`src/rtl/chess_move_pkg.sv`:
```
// Shared widths, move-slot field layout and collector state encoding for the board move collector.
// Pure definitions; no timing or backpressure of its own.
package chess_move_pkg;

  localparam int MOVEW  = 19;
  localparam int SLOTW  = 20;
  localparam int NSLOT  = 8;
  localparam int WORDW  = NSLOT * SLOTW;
  localparam int SLOTIW = $clog2(NSLOT);

  // Flag field occupies bits 18..12 of a move, highest bit first.
  localparam int FLG_INVALID  = 18;
  localparam int FLG_PROMOTE  = 17;
  localparam int FLG_PAWN     = 16;
  localparam int FLG_PAWN2    = 15;
  localparam int FLG_EP       = 14;
  localparam int FLG_CASTLE   = 13;
  localparam int FLG_CAPTURE  = 12;
  localparam int FROM_HI      = 11;
  localparam int FROM_LO      = 6;
  localparam int TO_HI        = 5;
  localparam int TO_LO        = 0;

  typedef enum logic [2:0] {
    ST_IDLE,
    ST_SCAN,
    ST_READ,
    ST_CAPT,
    ST_EMIT,
    ST_DONE
  } state_e;

  // Bit SLOTW*k+19 is reserved and is never returned.
  function automatic logic [MOVEW-1:0] slot_extract(input logic [WORDW-1:0] word,
                                                    input logic [SLOTIW-1:0] k);
    slot_extract = word[SLOTW*k +: MOVEW];
  endfunction

endpackage

```
`src/rtl/col_rr_scan.sv`:
```
// Round-robin column pointer and per-column finished flags; decisions are combinational on ptr.
// State updates every posedge; no backpressure (the FSM decides when to scan or advance).
module col_rr_scan #(
  parameter int NCOL = 8,
  parameter int PTRW = $clog2(NCOL)
) (
  input  logic            clk,
  input  logic            reset,
  input  logic            clear,
  input  logic            scan_en,
  input  logic            advance,
  input  logic [NCOL-1:0] col_empty,
  input  logic [NCOL-1:0] col_done,
  output logic [PTRW-1:0] ptr,
  output logic            sel_nonempty,
  output logic            all_finished
);

  logic [PTRW-1:0] ptr_q, ptr_d, ptr_inc;
  logic [NCOL-1:0] finished_q, finished_d, fin_next;
  logic            mark;

  always_comb begin
    ptr_inc      = (ptr_q == PTRW'(NCOL - 1)) ? '0 : ptr_q + 1'b1;
    // A finished column is never read again, even if it somehow refills.
    sel_nonempty = ~col_empty[ptr_q] & ~finished_q[ptr_q];
    mark         = scan_en & col_empty[ptr_q] & col_done[ptr_q];
    fin_next     = finished_q;
    if (mark) begin
      fin_next[ptr_q] = 1'b1;
    end
    all_finished = &fin_next;

    ptr_d      = ptr_q;
    finished_d = fin_next;
    if (clear) begin
      ptr_d      = '0;
      finished_d = '0;
    end else if ((scan_en & ~sel_nonempty) | advance) begin
      ptr_d = ptr_inc;
    end
  end

  always_ff @(posedge clk) begin
    if (!reset) begin
      ptr_q      <= '0;
      finished_q <= '0;
    end else begin
      ptr_q      <= ptr_d;
      finished_q <= finished_d;
    end
  end

  assign ptr = ptr_q;

endmodule

```
`src/rtl/board_move_collector.sv`:
```
// Pops one 160-bit word per column visit, unpacks 8 slots and streams valid 19-bit moves.
// First move 4 cycles after start; move_out/move_valid hold until move_ready.
module board_move_collector
  import chess_move_pkg::*;
#(
  parameter int NCOL = 8,
  parameter int CNTW = 8
) (
  input  logic                  clk,
  input  logic                  reset,
  input  logic                  start,
  input  logic [NCOL-1:0]       col_done,
  input  logic [NCOL-1:0]       col_empty,
  input  logic [NCOL*WORDW-1:0] col_data,
  output logic [NCOL-1:0]       col_rden,
  output logic [MOVEW-1:0]      move_out,
  output logic                  move_valid,
  input  logic                  move_ready,
  output logic [CNTW-1:0]       move_count,
  output logic                  busy,
  output logic                  done
);

  localparam int PTRW = $clog2(NCOL);

  state_e            state_q, state_d;
  logic [WORDW-1:0]  word_q, word_d;
  logic [SLOTIW-1:0] slot_q, slot_d;
  logic [CNTW-1:0]   count_q, count_d;
  logic [NCOL-1:0]   rden_q, rden_d;

  logic [PTRW-1:0]   ptr;
  logic              sel_nonempty, all_finished;
  logic              clear, scan_en, advance;
  logic [MOVEW-1:0]  cur_slot;
  logic              slot_ok, slot_done;

  assign scan_en = (state_q == ST_SCAN);

  col_rr_scan #(.NCOL(NCOL), .PTRW(PTRW)) u_scan (
    .clk          (clk),
    .reset        (reset),
    .clear        (clear),
    .scan_en      (scan_en),
    .advance      (advance),
    .col_empty    (col_empty),
    .col_done     (col_done),
    .ptr          (ptr),
    .sel_nonempty (sel_nonempty),
    .all_finished (all_finished)
  );

  always_comb begin
    state_d  = state_q;
    word_d   = word_q;
    slot_d   = slot_q;
    count_d  = count_q;
    rden_d   = '0;
    clear    = 1'b0;
    advance  = 1'b0;
    cur_slot = slot_extract(word_q, slot_q);
    slot_ok  = (state_q == ST_EMIT) & ~cur_slot[FLG_INVALID];
    // Invalid slots retire immediately; valid ones wait for the handshake.
    slot_done = (state_q == ST_EMIT) & (~slot_ok | move_ready);

    case (state_q)
      ST_IDLE, ST_DONE: begin
        if (start) begin
          clear   = 1'b1;
          count_d = '0;
          state_d = ST_SCAN;
        end
      end
      ST_SCAN: begin
        if (all_finished) begin
          state_d = ST_DONE;
        end else if (sel_nonempty) begin
          rden_d[ptr] = 1'b1;
          state_d     = ST_READ;
        end
      end
      ST_READ: begin
        state_d = ST_CAPT;
      end
      ST_CAPT: begin
        word_d  = col_data[WORDW*ptr +: WORDW];
        slot_d  = '0;
        state_d = ST_EMIT;
      end
      ST_EMIT: begin
        if (slot_done) begin
          if (slot_ok && (count_q != '1)) begin
            count_d = count_q + 1'b1;
          end
          if (slot_q == SLOTIW'(NSLOT - 1)) begin
            advance = 1'b1;
            state_d = ST_SCAN;
          end else begin
            slot_d = slot_q + 1'b1;
          end
        end
      end
      default: begin
        state_d = ST_IDLE;
      end
    endcase
  end

  always_ff @(posedge clk) begin
    if (!reset) begin
      state_q <= ST_IDLE;
      word_q  <= '0;
      slot_q  <= '0;
      count_q <= '0;
      rden_q  <= '0;
    end else begin
      state_q <= state_d;
      word_q  <= word_d;
      slot_q  <= slot_d;
      count_q <= count_d;
      rden_q  <= rden_d;
    end
  end

  assign col_rden   = rden_q;
  assign move_valid = slot_ok;
  assign move_out   = slot_ok ? cur_slot : '0;
  assign move_count = count_q;
  assign busy       = (state_q != ST_IDLE) && (state_q != ST_DONE);
  assign done       = (state_q == ST_DONE);

endmodule

```
`config.mk`:
```
export PLATFORM = sky130hd
export DESIGN_NAME = board_move_collector
export DESIGN_NICKNAME = d
export VERILOG_FILES = /design/src/rtl/chess_move_pkg.sv /design/src/rtl/col_rr_scan.sv /design/src/rtl/board_move_collector.sv
export SDC_FILE = /design/constraint.sdc
export NUM_CORES = 1
export LEC_CHECK = 0
export ABC_CLOCK_PERIOD_IN_PS = 2670
export CAP_MARGIN = 10
export CELL_PAD_IN_SITES_DETAIL_PLACEMENT = 1
export CELL_PAD_IN_SITES_GLOBAL_PLACEMENT = 1
export CORE_AREA = 2 2 527 529
export CTS_CLUSTER_SIZE = 12
export DETAILED_ROUTE_END_ITERATION = 8
export DIE_AREA = 0 0 529 531
export GPL_TIMING_DRIVEN = 0
export PLACE_DENSITY = 0.33
export SETUP_SLACK_MARGIN = 0.05
export SKIP_LAST_GASP = 1
export SLEW_MARGIN = 20
export SYNTH_ARGS = -nofsm -noshare
export SYNTH_HDL_FRONTEND = slang
export SYNTH_SLANG_ARGS = --single-unit
```
`constraint.sdc`:
```
create_clock -name clk -period 2.67 [get_ports clk]
set_clock_uncertainty 0.1 [all_clocks]
set_input_delay 0.534 -clock clk [delete_from_list [all_inputs] [get_ports clk]]
set_output_delay 0.534 -clock clk [all_outputs]
set_load 0.005 [all_outputs]
```
==> flow_summary.json <==
{
  "p_seq_share_pct": 24.6,
  "die_y_um": 531,
  "synth_top_flop_cell": "dfxtp_1",
  "p_sw_w": 0.00556,
  "max_clock_freq_mhz": 335,
  "fin_crit_ps": 2990,
  "finalCritPeriodShare_pct": 112,
  "worst_pin_slew_ps": 1050,
  "dp_cells": 6804,
  "hold_viol_final": 0,
  "grt_first_pass_wirelength_um": 359000,
  "htree_levels": 4,
  "grt_usage_pct": 20.9,
  "grt_setup_unrepaired": "true",
  "grt_pass1_vias": 25900,
  "path_delay_family": "multiplexers",
  "yosysMostFrequentCell": "nor2_1",
  "post_drt_wl_per_cell_um": 43.8,
  "hold_buffers": 0,
  "drv_cap": 0,
  "io_pins": 1338,
  "grt_overflow": 0,
  "status": "finished, violations left",
  "combPwrFrac_pct": 53.9,
  "critPathBufInv": 4,
  "tns_ps": -4940,
  "worstSetupPathType": "reg -> out",
  "route.detailed.drc": 0,
  "setup_slack_ps": -318,
  "p_per_area_nw_per_um2": 337,
  "post-synth-top-area-fraction_pct": 21.6,
  "vdd_drop_max_mv": 0.494,
  "multi_input_area_um2": 14400,
  "internal_power_w": 0.00766,
  "synth_top_cell_by_area": "dfxtp_1",
  "clk_latency_ps": 520,
  "crit_path_max_fanout": 5,
  "stdcell_count": 6972,
  "regArea_um2": 3720,
  "cp.arrival_ps": 2350,
  "antenna_found_initial": 355,
  "max-slew-margin-rel_pct": 29.7,
  "synth_warnings": 0,
  "violations": "setup timing",
  "nNetsFinal": 4574,
  "syn_nets": 3225,
  "fillers": 32000,
  "p_clk_share_pct": 21.5,
  "rows": 193,
  "whs_ps": 396,
  "dp_hpwl_um": 271000,
  "drive_gt1_share_pct": 23.2,
  "ys_seq_area_share_pct": 21.6,
  "synthCells": 1920,
  "syn_avg_cell_area_um2": 8.94,
  "path_common_cell": "buf_12",
  "drt-pass1-iter-count": 5,
  "die_w_um": 529,
  "cts_buffer_depth": 2,
  "ys_top_cells_by_area": "dfxtp_1, mux4_2, mux2i_1",
  "setup_viol": 21,
  "place.gp.congestion": 0.866,
  "synth_edf_count": 0,
  "drt-total-wl_um": 305000,
  "crit_required_ps": 2040,
  "cts_tree": "yes",
  "ant_nets": 0,
  "crit_slowest_cell": "mux4_2",
  "clock-sinks": 185,
  "p_total_w": 0.0132,
  "drv_slew": 0,
  "cts-buffers-inserted": 17,
  "synthesis.area_um2": 17200,
  "viasPerCell": 3.62,
  "cts.clk_slew.worst_paths_ps": 90,
  "cts_root_buffer": "clkbuf_16",
  "vias": 25300,
  "die_area_um2": 281000,
  "end_kind": "primary output",
  "setup.worst_path.start_class": "flop",
  "drtIter0Drc": 1791,
  "syn_to_final_growth_pct": 128,
  "grt_max_degree": 20,
  "slowest_delay_ps": 530,
  "yosys_register_bits": 185,
  "ys_top_cells_by_count": "nor2_1, mux2i_1, dfxtp_1, o21ai_0, mux4_2",
  "io_buffers": 1271,
  "power_leakage_nw": 11.8,
  "async_flop_share_pct": 0,
  "hp-class": "reg -> reg",
  "crit_chain": "buf_12 -> buf_12 -> buf_16 -> mux4_2 -> mux2i_4 -> nor2_4 -> buf_6",
  "synth_cell_types": 72,
  "core_area_um2": 275000,
  "initial_core_util_pct": 6.24,
  "swShare_pct": 42.0
}
==> routing by layer <==
layer / share of wire [%] / GRT usage (%) / vias up
met4: 2.4 / 4.21 / 168
met1: 40 / 24.3 / 12700
met3: 11 / 9.85 / 454
met5: 0.37 / 0 / -
li1: - / - / 10400
met2: 46 / 34.8 / 1626
==> power by group through the flow <==
stage / combinational [W] / clock (W) / sequential (W)
after floorplan: 0.00208 / 0 / 0.00310
after global placement: 0.00622 / 0 / 0.00330
after detailed placement: 0.00628 / 0 / 0.00330
after CTS: 0.00717 / 0.00293 / 0.00324
after global routing: 0.00741 / 0.00301 / 0.00326
final: 0.00713 / 0.00285 / 0.00325
==> layout make-up <==
cell class                      instances  area share [%]
Sequential cell                       185            9.48
Buffer                                212            5.61
Clock buffer                           18            1.09
Tap cell                             3607            11.5
Timing Repair Buffer                 1334            34.6
Multi-Input combinational cell       1509            36.7
Inverter                               10           0.112
Clock inverter                         14           0.402
Antenna cell                           83           0.530
==> logic make-up after synthesis <==
| logic type | Yosys count | synth area share, % |
|---|---|---|
| buffers and inverters | 226 | 5.78 |
| AND/OR/NAND/NOR | 470 | 11.5 |
| AO/OA/AOI/OAI | 605 | 24.2 |
| XOR/XNOR | 1 | 0.0510 |
| flip-flops | 185 | 21.6 |
| multiplexers | 427 | 36.5 |
| adder cells (fa/ha/maj) | 5 | 0.364 |
| other | 1 | 0.0218 |
==> placed cells by master (no fill, tap or decap), types with 18 or more instances in the layout <==
master / netlist / layout
nor2_1: 237 / 211
buf_6: 2 / 46
buf_12: 0 / 36
clkbuf_1: 108 / 37
o21ai_1: 1 / 18
a21oi_1: 93 / 69
a311oi_1: 26 / 26
dfxtp_1: 185 / 179
a211oi_1: 66 / 50
clkbuf_16: 0 / 25
clkbuf_2: 0 / 38
o211ai_1: 31 / 31
diode_2: 0 / 83
nand2_1: 134 / 132
a22o_1: 38 / 36
mux2_2: 75 / 74
a21oi_2: 0 / 22
o21ai_0: 159 / 129
buf_16: 0 / 19
mux4_2: 151 / 151
mux2i_4: 0 / 73
buf_4: 8 / 63
nor3_1: 37 / 30
mux2i_1: 200 / 111
clkdlybuf4s50_1: 0 / 1250
a22oi_1: 49 / 42
a221oi_1: 70 / 47
==> worst register-to-register path, delay by kind of cell, from the launching register on <==
family / cells / cell delay [ps]
flip-flops: 1 / 410
AND/OR/NAND/NOR: 1 / 90
buffers and inverters: 5 / 1240
AO/OA/AOI/OAI: 2 / 740
==> per-stage QoR <==
stage               instance area, um^2  setup slack, ps  util, %
floorplan                         17200              283        -
global route                      39100             -390     14.2
detailed placement                34600            -2550     12.6
global placement                  34400            -2520     12.5
CTS                               38500             -410     14.0
finish                            39200             -318     14.2
==> timing repair <==
item	4_1_cts	5_1_grt
setup endpoints to repair	204	72
pin swaps	30	13
gates cloned	3	4
setup buffers	38	14
gates resized for setup	819	107
==> registers in the layout (all words and copies together), names as in the netlist <==
name / cells
u_scan.finished_q: 8
move_count: 8
col_rden: 8
word_q: 152
slot_q: 3
state_q: 3
u_scan.ptr: 3
==> worst paths after layout <==
path / startpoint / to / slack, ps / cells after the start
worst max-delay path: slot_q[0]$_SDFFE_PN0P_ / move_out[14] / -320 / 7
worst min-delay path: move_count[6]$_SDFFE_PN0P_ / move_count[6]$_SDFFE_PN0P_ / 400 / 2
worst max register to register: u_scan.ptr[0]$_SDFFE_PP0P_ / word_q[136]$_SDFFE_PN0N_ / -30 / 8
worst min register to register: move_count[6]$_SDFFE_PN0P_ / move_count[6]$_SDFFE_PN0P_ / 400 / 2
Power figures use the tool's default switching activity.
